`src/rtl/rv_pipe_pkg.sv`:
```
// Shared types and constants for the RISC-V in-order pipeline stage registers.
package rv_pipe_pkg;

    localparam int XLEN_DEF = 32;
    localparam int ILEN_DEF = 32;

    // addi x0, x0, 0 -- the canonical bubble presented to decode
    localparam logic [ILEN_DEF-1:0] NOP_INSTR = 32'h00000013;

    // Everything fetch hands to decode for one instruction
    typedef struct packed {
        logic [ILEN_DEF-1:0] instr;
        logic [XLEN_DEF-1:0] pc;
        logic                pred_taken;
        logic [XLEN_DEF-1:0] pred_target;
    } if_id_payload_t;

endpackage

```
`src/rtl/if_id_pipe_reg_if.sv`:
```
// Fetch-to-decode bundle: upstream and downstream valid/ready handshakes,
// hazard flush and the performance counters.
//
// Handshake: a beat moves on a rising clk edge where valid && ready are both
// high; the sender holds payload stable while valid && !ready; ready never
// waits on valid, and a flush in the same cycle overrides any beat.
interface if_id_pipe_reg_if #(
    parameter int XLEN  = 32,
    parameter int ILEN  = 32,
    parameter int CNT_W = 16
) ();

    logic             in_valid;
    logic             in_ready;
    logic [ILEN-1:0]  in_instr;
    logic [XLEN-1:0]  in_pc;
    logic             in_pred_taken;
    logic [XLEN-1:0]  in_pred_target;

    logic             out_valid;
    logic             out_ready;
    logic [ILEN-1:0]  out_instr;
    logic [XLEN-1:0]  out_pc;
    logic             out_pred_taken;
    logic [XLEN-1:0]  out_pred_target;

    logic             flush;
    logic [CNT_W-1:0] stall_cnt;
    logic [CNT_W-1:0] flush_cnt;

    // Environment side: fetch, decode and hazard unit
    modport master (
        output in_valid, in_instr, in_pc, in_pred_taken, in_pred_target,
        output out_ready, flush,
        input  in_ready, out_valid, out_instr, out_pc, out_pred_taken,
        input  out_pred_target, stall_cnt, flush_cnt
    );

    // Pipeline register side
    modport slave (
        input  in_valid, in_instr, in_pc, in_pred_taken, in_pred_target,
        input  out_ready, flush,
        output in_ready, out_valid, out_instr, out_pc, out_pred_taken,
        output out_pred_target, stall_cnt, flush_cnt
    );

endinterface

```
`src/rtl/pipe_skid_buf.sv`:
```
// Generic two-entry skid buffer. in_ready depends only on a flop, so the
// upstream ready path is cut; one extra entry absorbs the beat that arrives
// while downstream stalls. Flush drops both entries but keeps the data flops.
module pipe_skid_buf #(
    parameter int W = 8
) (
    input  logic         clk,
    input  logic         reset,
    input  logic         flush,
    input  logic         in_valid,
    output logic         in_ready,
    input  logic [W-1:0] in_data,
    output logic         out_valid,
    input  logic         out_ready,
    output logic [W-1:0] out_data,
    output logic         skid_valid
);

    logic         main_valid_q;
    logic         skid_valid_q;
    logic [W-1:0] main_q;
    logic [W-1:0] skid_q;
    logic         xfer;
    logic         consume;

    assign in_ready   = !skid_valid_q;
    assign xfer       = in_valid && !skid_valid_q;
    assign consume    = main_valid_q && out_ready;
    assign out_valid  = main_valid_q;
    assign out_data   = main_q;
    assign skid_valid = skid_valid_q;

    // Main/skid occupancy and data: flush first, then consume, then fill
    always_ff @(posedge clk or posedge reset) begin
        if (reset) begin
            main_valid_q <= 1'b0;
            skid_valid_q <= 1'b0;
            main_q       <= '0;
            skid_q       <= '0;
        end else if (flush) begin
            main_valid_q <= 1'b0;
            skid_valid_q <= 1'b0;
        end else if (consume) begin
            if (skid_valid_q) begin
                // in_ready was low, so no new beat can land this cycle
                main_q       <= skid_q;
                skid_valid_q <= 1'b0;
            end else if (xfer) begin
                main_q <= in_data;
            end else begin
                main_valid_q <= 1'b0;
            end
        end else if (!main_valid_q) begin
            if (xfer) begin
                main_q       <= in_data;
                main_valid_q <= 1'b1;
            end
        end else if (xfer) begin
            skid_q       <= in_data;
            skid_valid_q <= 1'b1;
        end
    end

endmodule

```
`src/rtl/if_id_pipe_reg.sv`:
```
// IF/ID pipeline register: carries instruction, PC and prediction sideband
// from fetch to decode with a valid/ready handshake, optional skid buffer,
// flush-to-bubble and saturating stall/flush counters.
module if_id_pipe_reg #(
    parameter int              XLEN      = 32,
    parameter int              ILEN      = 32,
    parameter logic [ILEN-1:0] NOP_INSTR = rv_pipe_pkg::NOP_INSTR,
    parameter bit              SKID_EN   = 1'b1,
    parameter int              CNT_W     = 16
) (
    input  logic              clk,
    input  logic              reset,
    if_id_pipe_reg_if.slave   bus
);

    localparam int PW = ILEN + XLEN + 1 + XLEN;
    localparam logic [CNT_W-1:0] CNT_MAX = '1;
    localparam logic [CNT_W-1:0] CNT_ONE = CNT_W'(1);

    logic [PW-1:0]    in_data;
    logic [PW-1:0]    main_data;
    logic             main_valid;
    logic             skid_valid;
    logic [CNT_W-1:0] stall_q;
    logic [CNT_W-1:0] flush_q;

    // Payload layout, MSB first: instr, pc, pred_taken, pred_target
    assign in_data = {bus.in_instr, bus.in_pc, bus.in_pred_taken, bus.in_pred_target};

    if (SKID_EN) begin : g_skid
        pipe_skid_buf #(.W(PW)) u_skid (
            .clk        (clk),
            .reset      (reset),
            .flush      (bus.flush),
            .in_valid   (bus.in_valid),
            .in_ready   (bus.in_ready),
            .in_data    (in_data),
            .out_valid  (main_valid),
            .out_ready  (bus.out_ready),
            .out_data   (main_data),
            .skid_valid (skid_valid)
        );
    end else begin : g_single
        logic          valid_q;
        logic [PW-1:0] data_q;

        assign bus.in_ready = !valid_q || bus.out_ready;
        assign main_valid   = valid_q;
        assign main_data    = data_q;
        assign skid_valid   = 1'b0;

        // Single entry: reload on transfer, empty on consume-without-refill
        always_ff @(posedge clk or posedge reset) begin
            if (reset) begin
                valid_q <= 1'b0;
                data_q  <= '0;
            end else if (bus.flush) begin
                valid_q <= 1'b0;
            end else if (bus.in_valid && bus.in_ready) begin
                valid_q <= 1'b1;
                data_q  <= in_data;
            end else if (bus.out_ready) begin
                valid_q <= 1'b0;
            end
        end
    end

    // Bubbles show NOP and not-taken; PC and target keep their last value
    assign bus.out_valid       = main_valid;
    assign bus.out_instr       = main_valid ? main_data[PW-1 -: ILEN] : NOP_INSTR;
    assign bus.out_pc          = main_data[2*XLEN -: XLEN];
    assign bus.out_pred_taken  = main_valid && main_data[XLEN];
    assign bus.out_pred_target = main_data[XLEN-1:0];
    assign bus.stall_cnt       = stall_q;
    assign bus.flush_cnt       = flush_q;

    // Saturating counters: stalled cycles, and flushes that killed something
    always_ff @(posedge clk or posedge reset) begin
        if (reset) begin
            stall_q <= '0;
            flush_q <= '0;
        end else begin
            if (main_valid && !bus.out_ready && !bus.flush && stall_q != CNT_MAX) begin
                stall_q <= stall_q + CNT_ONE;
            end
            if (bus.flush && (main_valid || skid_valid) && flush_q != CNT_MAX) begin
                flush_q <= flush_q + CNT_ONE;
            end
        end
    end

endmodule

```
`src/flat_wrapper.sv`:
```
// flat-port wrapper written by rule: the top's interface ports become plain ports
module if_id_pipe_reg_flat 
#(
    parameter int              XLEN      = 32,
    parameter int              ILEN      = 32,
    parameter logic [ILEN-1:0] NOP_INSTR = rv_pipe_pkg::NOP_INSTR,
    parameter bit              SKID_EN   = 1'b1,
    parameter int              CNT_W     = 16
)
  (clk, reset, bus_in_valid, bus_in_instr, bus_in_pc, bus_in_pred_taken, bus_in_pred_target, bus_out_ready, bus_flush, bus_in_ready, bus_out_valid, bus_out_instr, bus_out_pc, bus_out_pred_taken, bus_out_pred_target, bus_stall_cnt, bus_flush_cnt);
  if_id_pipe_reg_if #(.XLEN(XLEN), .ILEN(ILEN), .CNT_W(CNT_W)) bus_i ();
  input  logic clk;
  input  logic reset;
  input wire logic [$bits(bus_i.in_valid)-1:0] bus_in_valid;
  input wire logic [$bits(bus_i.in_instr)-1:0] bus_in_instr;
  input wire logic [$bits(bus_i.in_pc)-1:0] bus_in_pc;
  input wire logic [$bits(bus_i.in_pred_taken)-1:0] bus_in_pred_taken;
  input wire logic [$bits(bus_i.in_pred_target)-1:0] bus_in_pred_target;
  input wire logic [$bits(bus_i.out_ready)-1:0] bus_out_ready;
  input wire logic [$bits(bus_i.flush)-1:0] bus_flush;
  output wire logic [$bits(bus_i.in_ready)-1:0] bus_in_ready;
  output wire logic [$bits(bus_i.out_valid)-1:0] bus_out_valid;
  output wire logic [$bits(bus_i.out_instr)-1:0] bus_out_instr;
  output wire logic [$bits(bus_i.out_pc)-1:0] bus_out_pc;
  output wire logic [$bits(bus_i.out_pred_taken)-1:0] bus_out_pred_taken;
  output wire logic [$bits(bus_i.out_pred_target)-1:0] bus_out_pred_target;
  output wire logic [$bits(bus_i.stall_cnt)-1:0] bus_stall_cnt;
  output wire logic [$bits(bus_i.flush_cnt)-1:0] bus_flush_cnt;
  assign bus_i.in_valid = bus_in_valid;
  assign bus_i.in_instr = bus_in_instr;
  assign bus_i.in_pc = bus_in_pc;
  assign bus_i.in_pred_taken = bus_in_pred_taken;
  assign bus_i.in_pred_target = bus_in_pred_target;
  assign bus_i.out_ready = bus_out_ready;
  assign bus_i.flush = bus_flush;
  assign bus_in_ready = bus_i.in_ready;
  assign bus_out_valid = bus_i.out_valid;
  assign bus_out_instr = bus_i.out_instr;
  assign bus_out_pc = bus_i.out_pc;
  assign bus_out_pred_taken = bus_i.out_pred_taken;
  assign bus_out_pred_target = bus_i.out_pred_target;
  assign bus_stall_cnt = bus_i.stall_cnt;
  assign bus_flush_cnt = bus_i.flush_cnt;
  if_id_pipe_reg #(.XLEN(XLEN), .ILEN(ILEN), .NOP_INSTR(NOP_INSTR), .SKID_EN(SKID_EN), .CNT_W(CNT_W)) u_core (.clk(clk), .reset(reset), .bus(bus_i));
endmodule
```
`config.mk`:
```
export PLATFORM = sky130hd
export DESIGN_NAME = if_id_pipe_reg_flat
export DESIGN_NICKNAME = d
export VERILOG_FILES = /design/src/rtl/rv_pipe_pkg.sv /design/src/rtl/if_id_pipe_reg_if.sv /design/src/rtl/pipe_skid_buf.sv /design/src/rtl/if_id_pipe_reg.sv /design/src/flat_wrapper.sv
export SDC_FILE = /design/constraint.sdc
export NUM_CORES = 1
export LEC_CHECK = 0
export CAP_MARGIN = 15
export CELL_PAD_IN_SITES_DETAIL_PLACEMENT = 0
export CELL_PAD_IN_SITES_GLOBAL_PLACEMENT = 1
export CORE_UTILIZATION = 40
export DETAILED_ROUTE_END_ITERATION = 12
export PLACE_DENSITY = 0.91
export SETUP_SLACK_MARGIN = 0.3
export SLEW_MARGIN = 10
export SYNTH_ARGS = -nofsm -noshare
export SYNTH_HDL_FRONTEND = slang
export SYNTH_SLANG_ARGS = --single-unit
export TNS_END_PERCENT = 1
```
`constraint.sdc`:
```
create_clock -name clk -period 10.45 [get_ports clk]
set_input_delay 2.6125 -clock clk [delete_from_list [all_inputs] [get_ports clk]]
set_output_delay 2.6125 -clock clk [all_outputs]
set_load 0.05 [all_outputs]
```
=== Word level (Yosys, flattened, before mapping) ===
Index checks and enable logic that the tools add are counted.

* Bits of input ports: 102
* Register bits: 228
* Output and inout bits: 131
* Word-level logic and storage cells: 48

* Bitwise gates (word level): 2
* Muxes and demuxes: 15
* $add $sub $neg: 2
* Reduce and logical (&&, ||, !) cells: 18
* Equal/unequal tests: 5

{| class="wikitable"
|+ Operators by type and width
! kind !! number
|-
| 97-bit two-way mux || 4
|-
| 16-bit by 1-bit adder with 16-bit output, second input constant || 2
|-
| 32-bit two-way mux || 1
|-
| 16-bit inequality test, second input constant || 2
|-
| 1-bit two-way mux || 10
|-
| 1-bit logical AND || 8
|-
| 3-bit inequality test, second input constant || 2
|-
| 2-bit AND reduction || 3
|-
| 3-bit nonzero test || 2
|-
| 4-bit AND reduction || 1
|-
| 1-bit zero test || 3
|-
| 2-bit by 1-bit inequality test with 1-bit output, second input constant || 1
|-
| 1-bit NOT || 2
|-
| 1-bit logical OR || 1
|}

=== Longest topological paths before layout ===
Gate-level depths: netlist of run 1.

* Word-level depth: 6
* Depth in mapped cells: 7
* Depth with buffers taken out: 5

=== By module ===
A second synthesis of run 1 with hierarchy kept.

* Cells, all modules: 721
* Area total of the unflattened synthesis: 9,830.7 um2

{| class="wikitable"
|+ By module, submodules not included
! module !! area an instance (um2) !! cells an instance !! sequential area each (um2) !! times used
|-
| pipe_skid_buf || 8,010.2 || 542 || 4,904.7 || 1
|-
| if_id_pipe_reg || 1,820.5 || 179 || 800.8 || 1
|}

=== Least setup slack after synthesis of run 1 ===
OpenSTA, ideal clock, no wires.

* Path type: register to output
* Start: register u_core.g_skid.u_skid.main_valid_q, in the netlist u_core.g_skid.u_skid.out_valid
* End: output bus_out_instr[2]
* Required time: 7,837 ps
* Setup slack: 6,264 ps
* Stages on the path, launching flop included: 4
* Path buffers: 2
* Arrival time: 1,574 ps
* Cell sequence: dfrtp_1 buf_2 clkbuf_1 and2_1

* Longest elaborated chain between the ends: 1

{| class="wikitable"
|+ RTL lines
! item !! RTL line !! source
|-
| start, declared || pipe_skid_buf.sv:19 || <nowiki>logic main_valid_q;</nowiki>
|-
| start signal, assigned || pipe_skid_buf.sv:36 || <nowiki>main_valid_q <= 1'b0;</nowiki>
|-
| start signal, assigned || pipe_skid_buf.sv:41 || <nowiki>main_valid_q <= 1'b0;</nowiki>
|-
| start signal, assigned || pipe_skid_buf.sv:51 || <nowiki>main_valid_q <= 1'b0;</nowiki>
|-
| 32-bit two-way mux || if_id_pipe_reg.sv:70 || <nowiki>assign bus.out_instr = main_valid ? main_data[PW-1 -: ILEN] : NOP_INSTR;</nowiki>
|-
| end, declared || flat_wrapper.sv:23 || <nowiki>output wire logic [$bits(bus_i.out_instr)-1:0] bus_out_instr;</nowiki>
|}

Every way passes these cells.

=== Worst setup path in the final report of run 1 ===
* Start: input bus_flush
* End: register u_core.g_skid.u_skid.skid_q[9]

* Longest elaborated chain between the ends: 2

{| class="wikitable"
|+ RTL lines
! item !! RTL line !! source
|-
| start, declared || flat_wrapper.sv:20 || <nowiki>input wire logic [$bits(bus_i.flush)-1:0] bus_flush;</nowiki>
|-
| 1-bit NOT (no source line) || - ||
|-
| 4-bit AND reduction (no source line) || - ||
|-
| end signal, assigned || pipe_skid_buf.sv:59 || <nowiki>skid_q <= in_data;</nowiki>
|-
| end, declared || pipe_skid_buf.sv:22 || <nowiki>logic [W-1:0] skid_q;</nowiki>
|}

Every way passes these cells.
A chain may end at the register's enable or synchronous reset.

==> reports/metrics.cfg, run 1 <==
[synth]
synth_top_family_by_area=compound AO/OA/AOI/OAI gates
synthFlopType=dfrtp_1
synth_xor_area_frac=0.02447
yosys_warnings=0
synth_seq_cells=228
synthCells=790
synth-adder-area-share=0.002497
ys_types=40
synthSimpleGateAreaFrac=0.06242
ys_seq_area_frac=0.5693
avgSynthCellArea_um2=12.69
synthArstFlopShare=1.000
synth_nets=894
synth_mux_area_frac=0.1112
synth_edf_count=0
synth_compound_area_frac=0.1556
synth_area_um2=10020

[power_and_ir_drop]
p_sw_frac=0.3211
comb_power_share=0.278
power_density_nw_per_um2=215.3
p_leak_nw=5.351
intPower_w=0.001882
seqPwrFrac=0.430
clock_power_share=0.292
peakVddDrop_mv=0.1111
switchingPower_w=0.0008904

[finish]
area_delta_synth_final_pct=28.50
nFillCells=2076
n_antenna_cell=0
final_cell_mix=clkdlybuf4s50_1 (232), dfrtp_1 (228), o22ai_1 (97), a2bb2oi_1 (97), mux2_2 (69)
final_common_cell=clkdlybuf4s50_1
drive_gt1_frac=0.1314
final_util=0.5265
fin_cells=1275
nets=1042

[sta]
fin_crit_sh=0.4813
fin_crit_ns=5.030
tightest_slew_ns=1.139
holdWs_ns=0.4935
fmax_ghz=0.1988
fin_tns_setup_ns=0
slew_headroom=0.2405
drv_slew=0
rsz0062_at_grt=false
hold_viol=0
clock_skew_ns=0.008458
report.final.setup_viol=0

[placement]
place.gp.congestion=0.7976
dpl.cell_count=1235
dp_hpwl_um=14890
numPortBuffers=232

[critical_path]
r2r_start=u_core.g_skid.u_skid.out_valid
reg2reg_depth=5
cp-end-kind=flop
cp_max_fo=59
path_delay_family=buffers and inverters
worstPathRequired_ns=10.84
path_buf_inv=2
critPathKind=in2reg
crit_chain=clkdlybuf4s50_1 > or3b_1 > or2_4 > buf_4 > mux2_2
cpMaxStageDelayCell=buf_4
start_kind=input port
worstReg2RegEnd=u_core.g_skid.u_skid.skid_q[9]
rrSetupSlack_ns=7.39
critPathMaxStageDelay_ns=0.77
cp.arrival_ns=5.42

[floorplanning]
die_h_um=160.3
die_w_um=160.3
initial_core_util=0.4097
core_um2=24460
die_area_um2=25690
io_pins=233
rows=57

[drt]
drc=0
vias=7062
drtPass1Iterations=4
drt_iter0_drc=512
vias_per_cell=5.539
routed_wirelength_um=24340
wl_per_cell_um=19.09
antenna_left=0

[clock_tree]
root_buffer=clkbuf_16
clk_latency_ns=0.50
cts_hold_buf=0
cts_buffer_depth=3
cts-htree-levels=1
cts_num_sinks=228
cts_tree=yes
path_clk_slew_ns=0.06
cts_buffers=25
cts_resized=0
cts_setup_buffers=0

[hold_path]
hold_end=u_core.g_skid.u_skid.skid_q[38]
hold_class=reg2reg
min-delay-start=u_core.g_skid.u_skid.skid_q[38]
whs_path_depth=1

[grt]
grt_pass1_wl_um=39790
grt_max_degree=98
antenna_found_initial=0
track_usage=0.1905
grt_overflow_total=0
grt_pass1_vias=7376

[flow_run]
cap_violations=0

[status]
status=complete, no violations

cells in the mapped netlist (3+ instances only):
master	number	share of area
mux2_2	69	0.078
buf_2	12	0.0060
xnor2_1	8	0.0070
nand3_1	15	0.0075
dfrtp_1	228	0.57
nand4_1	8	0.0050
clkbuf_1	40	0.015
nor2_1	5	0.0019
and3_1	3	0.0019
nand2_1	8	0.0030
or3_1	4	0.0025
buf_4	65	0.049
a2bb2oi_1	97	0.085
and2_1	30	0.019
nand2b_1	3	0.0019
nor4_1	7	0.0044
xor2_1	20	0.017
buf_6	3	0.0034
nor3_1	3	0.0015
o22ai_1	97	0.061
nor4_2	3	0.0037
mux2_1	30	0.034
inv_1	4	0.0015
a21oi_1	6	0.0030
worst register-to-register path, stage by stage (launching register included):
cell	delay, ns
dfrtp_1	0.40
buf_4	0.27
or3b_1	0.46
or2_4	0.59
buf_4	0.77
mux2_2	0.45
flip-flops by register name, indices dropped and copies added (netlist names):
register                         count
u_core.g_skid.u_skid.out_data       97
u_core.g_skid.u_skid.skid_q         97
u_core.bus.flush_cnt                16
u_core.bus.stall_cnt                16
u_core.g_skid.u_skid.out_valid       1
u_core.g_skid.u_skid.skid_valid      1
through the flow:
step                instance area (µm²)  setup WS, ns  total power, W
floorplan                         10020         1.590        0.001769
global placement                  12130         4.919        0.001956
detailed placement                12130         4.918        0.001979
CTS                               12880         5.448        0.002804
global route                      12880         5.269        0.002900
finish                            12880         5.420        0.002773
power groups by stage:
stage               logic (W)  registers [W]  clock network, W
finish               0.000770        0.00119          0.000810
global route         0.000812        0.00122          0.000873
CTS                  0.000777        0.00119          0.000835
detailed placement   0.000776        0.00120                 0
global placement     0.000760        0.00120                 0
floorplan            0.000543        0.00123                 0
worst max path at each step:
| stage | startpoint | end | slack [ns] | cells past startpoint |
|---|---|---|---|---|
| 5_1_grt | bus_flush | u_core.g_skid.u_skid.skid_q[95] | 5.27 | 5 |
| 4_1_cts | bus_flush | u_core.g_skid.u_skid.skid_q[4] | 5.45 | 5 |
| 2_1_floorplan | reset | u_core.bus.flush_cnt[0] | 1.59 | 1 |
| 3_5_place_dp | bus_flush | u_core.g_skid.u_skid.skid_q[20] | 4.92 | 5 |
| 3_3_place_gp | bus_flush | u_core.g_skid.u_skid.skid_q[20] | 4.92 | 5 |
| 6_report | bus_flush | u_core.g_skid.u_skid.skid_q[9] | 5.42 | 5 |
cell families (layout without fill, tap and decap cells):
group,Yosys count,in the layout
mux,99,99
fa+ha+maj,2,2
compound gates,208,208
buf+inv,124,285
flops,228,228
xor+xnor,28,28
simple gates,101,101
layer usage:
| layer | GRT usage | vias up | routed length, µm |
|---|---|---|---|
| li1 | - | 3192 | - |
| met1 | 0.2503 | 3593 | 10750 |
| met2 | 0.3138 | 240 | 11260 |
| met3 | 0.04933 | 37 | 1846 |
| met4 | 0.04762 | 0 | 480 |
| met5 | 0 | - | 0 |
layout make-up:
class / count / area, µm² / share of cell area
sequential: 228 / 5705 / 0.4430
multi-input combinational: 438 / 3611 / 0.2804
timing repair buffer: 241 / 2390 / 0.1856
clock buffer: 38 / 734.5 / 0.05703
tap: 324 / 405.4 / 0.03148
inverter: 4 / 22.52 / 0.001749
clock inverter: 2 / 10.01 / 0.0007772
(Power assumes the default switching activity.)
==> run 2, diff against run 1 <==
--- a/config.mk
+++ b/config.mk
@@ -8,9 +8,9 @@
 export CAP_MARGIN = 15
 export CELL_PAD_IN_SITES_DETAIL_PLACEMENT = 0
 export CELL_PAD_IN_SITES_GLOBAL_PLACEMENT = 1
-export CORE_UTILIZATION = 40
+export CORE_UTILIZATION = 36
 export DETAILED_ROUTE_END_ITERATION = 12
-export PLACE_DENSITY = 0.91
+export PLACE_DENSITY = 0.87
 export SETUP_SLACK_MARGIN = 0.3
 export SLEW_MARGIN = 10
 export SYNTH_ARGS = -nofsm -noshare
==> constraint.sdc (replaced) <==
create_clock -name clk -period 4.2 [get_ports clk]
set_input_delay 1.05 -clock clk [delete_from_list [all_inputs] [get_ports clk]]
set_output_delay 1.05 -clock clk [all_outputs]
set_load 0.05 [all_outputs]
==> run 2 against run 1 <==
Net effect: routed wire length increased by 2.1%; via count increased by 0.74%; die area increased by 11%; clock skew increased by 0.0022 ns; count of clock-buffer cells in the layout unchanged; critical path depth decreased by 3; flip-flop and latch count unchanged; utilization decreased by 4.0 points; worst hold slack got worse by 0.0014 ns; total power increased to 2.6 times the previous value; cell count increased by 4.9%; non-clock buffer count increased by 4.
==> reports/metrics.cfg, run 2 (synthesis results as in run 1) <==
[status]
status=complete, no violations

[critical_path]
reg2reg_depth=5
cp-end-kind=output port
worstPathRequired_ns=3.15
start_kind=flop
cp_max_fo=33
cp.arrival_ns=2.32
critPathKind=reg2out

[power_and_ir_drop]
power_density_nw_per_um2=548.5
peakVddDrop_mv=0.3424
p_leak_nw=5.464

[floorplanning]
initial_core_util=0.3698
core_um2=27100
rows=60
die_h_um=168.9
io_pins=233
die_area_um2=28510
die_w_um=168.9

[finish]
drive_gt1_frac=0.1464
final_cell_mix=clkdlybuf4s50_1 (232), dfrtp_1 (227), o22ai_1 (97), a2bb2oi_1 (97), mux2_2 (69)
area_delta_synth_final_pct=31.49
nets=1047
fin_cells=1337
final_common_cell=clkdlybuf4s50_1
final_util=0.4862

[drt]
wl_per_cell_um=18.59
antenna_left=0
drtPass1Iterations=4
drt_iter0_drc=445
drc=0
vias=7114
routed_wirelength_um=24850
vias_per_cell=5.321

[sta]
fin_crit_sh=0.8020
report.final.setup_viol=0
drv_slew=0
fmax_ghz=0.2969
fin_crit_ns=3.368
rsz0062_at_grt=false
tightest_slew_ns=0.8138
final.setup.worst_slack_ns=0.8318
hold_viol=0
fin_tns_setup_ns=0
clock_skew_ns=0.01065
slew_headroom=0.4525

[placement]
dpl.cell_count=1287
dp_hpwl_um=15440
place.gp.congestion=0.7837
dp_slack_ns=0.6532
numPortBuffers=232

[clock_tree]
cts_num_sinks=228
cts_tree=yes
cts-htree-levels=1
cts_setup_buffers=0
cts_hold_buf=0
clk_latency_ns=0.52
cts_buffer_depth=3
path_clk_slew_ns=0.06
root_buffer=clkbuf_16
cts_buffers=26

[grt]
grt_pass1_vias=7445
grt_max_degree=98
track_usage=0.1747
antenna_found_initial=1
grt_overflow_total=0
grt_pass1_wl_um=40240

[hold_path]
hold_class=reg2reg
whs_path_depth=1

[flow_run]
cap_violations=0

-- run 2: layer usage --
layer,routed length (µm),up-vias,track usage
li1,-,3213,-
met3,2001,39,0.05448
met4,496,0,0.04901
met1,10910,3625,0.2294
met2,11450,237,0.2778
met5,0,-,0
-- run 2: layout make-up --
class / count / area (µm²)
Tap cell: 372 / 465.4
Fill cell: 2422 / 13920
Antenna cell: 2 / 5.005
Clock inverter: 10 / 113.9
Inverter: 4 / 18.77
Clock buffer: 38 / 787.0
Timing Repair Buffer: 245 / 2470
Sequential cell: 228 / 5707
Multi-Input combinational cell: 438 / 3611
-- run 2: power by group --
part	switching (W)	internal, W
clock network	0.000911	0.00142
registers	0.000299	0.00267
logic	0.00110	0.000826
total	0.00230	0.00492
-- run 2: worst max-delay path, stage by stage, from the launching register on --
cell,delay [ns]
dfrtp_2,0.72
and2_1,0.22
clkdlybuf4s50_1,0.85
-- run 2: stage by stage --
stage	hold slack, ns	power [W]	cell area (µm²)
2_1_floorplan	0.4651	0.004403	10030
3_3_place_gp	0.4748	0.004883	12270
3_5_place_dp	0.4822	0.004934	12270
4_1_cts	0.4951	0.007303	13170
5_1_grt	0.5079	0.007552	13170
6_report	0.4921	0.007228	13180
-- run 2: final timing paths --
kind | start | end | slack, ns
setup / recovery | u_core.g_skid.u_skid.out_valid | bus_out_pred_taken | 0.83
hold / removal | u_core.g_skid.u_skid.skid_q[57] | u_core.g_skid.u_skid.skid_q[57] | 0.49
setup reg to reg | u_core.g_skid.u_skid.out_valid | u_core.g_skid.u_skid.skid_q[46] | 1.36
hold reg to reg | u_core.g_skid.u_skid.skid_q[57] | u_core.g_skid.u_skid.skid_q[57] | 0.49
max in group asynchronous | reset | u_core.g_skid.u_skid.skid_q[40] | 2.35
min in group asynchronous | reset | u_core.bus.flush_cnt[13] | 0.97
-- run 2: repair_timing --
action / in CTS / in global routing
gates resized for setup: 0 / 1
hold endpoints to repair: 0 / 0
endpoints found under the setup margin: 0 / 2
==> run 3, diff against run 2 <==
--- a/config.mk
+++ b/config.mk
@@ -8,9 +8,9 @@
 export CAP_MARGIN = 15
 export CELL_PAD_IN_SITES_DETAIL_PLACEMENT = 0
 export CELL_PAD_IN_SITES_GLOBAL_PLACEMENT = 1
-export CORE_UTILIZATION = 36
+export CORE_UTILIZATION = 40
 export DETAILED_ROUTE_END_ITERATION = 12
-export PLACE_DENSITY = 0.87
+export PLACE_DENSITY = 0.91
 export SETUP_SLACK_MARGIN = 0.3
 export SLEW_MARGIN = 10
 export SYNTH_ARGS = -nofsm -noshare
==> constraint.sdc (replaced) <==
create_clock -name clk -period 3.4 [get_ports clk]
set_input_delay 0.85 -clock clk [delete_from_list [all_inputs] [get_ports clk]]
set_output_delay 0.85 -clock clk [all_outputs]
set_load 0.05 [all_outputs]
==> run 3 against run 2 <==
Net effect: clock skew up 0.0040 ns; utilization up 5.1 points; register-to-register slack got worse by 0.36 ns; via count is 0.75% lower; clock power increased by 21%; count of clock-buffer cells in the layout is 5 lower; worst hold slack about the same; flip-flop and latch count stayed put; sequential share of layout area up 0.12 points.
==> reports/metrics.cfg, run 3 (synthesis results as in run 1) <==
[status]
status=complete, no violations

[floorplanning]
die_h_um=160.3
die_w_um=160.3
initial_core_util=0.4097
core_um2=24460
die_area_um2=25690
io_pins=233
rows=57

[grt]
grt_overflow_total=0
grt_pass1_wl_um=40300
grt_pass1_vias=7414
antenna_found_initial=0
grt_max_degree=98
track_usage=0.1927

[drt]
antenna_left=0
vias=7061
routed_wirelength_um=24700
drtPass1Iterations=4
drt_iter0_drc=421
wl_per_cell_um=19.21
drc=0
vias_per_cell=5.491

[hold_path]
min-delay-start=u_core.g_skid.u_skid.skid_q[48]
hold_class=reg2reg

[sta]
rsz0062_at_grt=true
report.final.setup_viol=0
tightest_slew_ns=0.7374
fin_crit_ns=3.049
fmax_ghz=0.3280
slew_headroom=0.5051
drv_slew=0
fin_crit_sh=0.8968
hold_viol=0
clock_skew_ns=0.01465

[finish]
area_delta_synth_final_pct=31.09
nFillCells=2040
nets=1049
final_cell_mix=dfrtp_1 (228), clkdlybuf4s50_1 (225), o22ai_1 (97), a2bb2oi_1 (97), mux2_2 (69)
drive_gt1_frac=0.1507
fin_cells=1286
final_common_cell=dfrtp_1
stdcell_area_um2=13140
n_antenna_cell=0

[critical_path]
cp.arrival_ns=2.20
worstPathRequired_ns=2.55
cp-end-kind=output port
worstReg2RegEnd=u_core.g_skid.u_skid.skid_q[52]
r2r_start=u_core.g_skid.u_skid.out_valid
rrSetupSlack_ns=1.00
critPathKind=reg2out
start_kind=flop
reg2reg_depth=5
crit_path_start=u_core.g_skid.u_skid.out_valid
cp_max_fo=37
cp-endpoint=bus_out_instr[27]

[clock_tree]
cts-htree-levels=1
cts_buffers=25
cts_tree=yes
cts_buffer_depth=3
clk_latency_ns=0.52
path_clk_slew_ns=0.06
root_buffer=clkbuf_16
cts_num_sinks=228

[power_and_ir_drop]
power_w=0.008867
p_leak_nw=5.506
peakVddDrop_mv=0.4546
power_density_nw_per_um2=674.9

[placement]
dp_hpwl_um=15000
dpl_cell_area_um2=12280
numPortBuffers=232
dpl.cell_count=1242
place.gp.congestion=0.7834

[flow_run]
cap_violations=0

-- run 3: cell count changes in the layout (fill, tap and decap cells not counted), moves of 3 or more --
cell	before	now
clkdlybuf4s50_1	232	225
buf_12	4	9
buf_4	9	13
clkbuf_8	7	4
-- run 3: timing repair --
| action | CTS | global route |
|---|---|---|
| resized for setup | 0 | 1 |
| setup buffers | 0 | 0 |
| hold buffers | 0 | 0 |
| endpoints found under the setup margin | 0 | 14 |
-- run 3: layout make-up --
type                            count  area, µm²  area share
Inverter                            4      18.77    0.001429
Clock buffer                       33      695.7     0.05295
Clock inverter                     11      158.9     0.01210
Multi-Input combinational cell    438       3611      0.2749
Tap cell                          324      405.4     0.03086
Timing Repair Buffer              248       2542      0.1935
Sequential cell                   228       5705      0.4343
-- run 3: metrics by stage --
stage                       util  worst slack, ns  TNS, ns  hold WS, ns
after detailed placement  0.5020           0.3014        0       0.4819
after floorplan                -          -0.4300   -98.04       0.4651
after global routing      0.5371           0.2638        0       0.5114
final                     0.5371           0.3508        0       0.4918
after CTS                 0.5370           0.3304        0       0.4956
after global placement    0.5020           0.3461        0       0.4739
-- run 3: where the power goes --
group | internal (W) | leakage (nW) | switching, W
Sequential | 0.00330 | 2.71 | 0.000367
Combinational | 0.00103 | 2.37 | 0.00135
Clock | 0.00173 | 0.426 | 0.00108
-- run 3: how the worst min path moves through the flow --
stage,depth (start not counted),slack (ns),endpoint
2_1_floorplan,1,0.47,u_core.g_skid.u_skid.skid_q[28]
6_report,1,0.49,u_core.g_skid.u_skid.skid_q[48]
3_3_place_gp,1,0.47,u_core.g_skid.u_skid.skid_q[57]
4_1_cts,1,0.50,u_core.g_skid.u_skid.skid_q[50]
5_1_grt,1,0.51,u_core.g_skid.u_skid.skid_q[38]
3_5_place_dp,1,0.48,u_core.g_skid.u_skid.skid_q[50]
-- run 3: worst max-delay path, cell delays in order, from the launching register on --
cell and delay, ns:
dfrtp_1 0.45, buf_12 0.23, and2_1 0.15, clkdlybuf4s50_1 0.84
-- run 3: metal layers --
metal  up-vias  wire length (µm)  global-route usage
li1       3206                 -                   -
met1      3616             10890              0.2515
met2       212             11710              0.3237
met3        27              1788             0.05062
met4         0               304             0.03766
met5         -                 0                   0
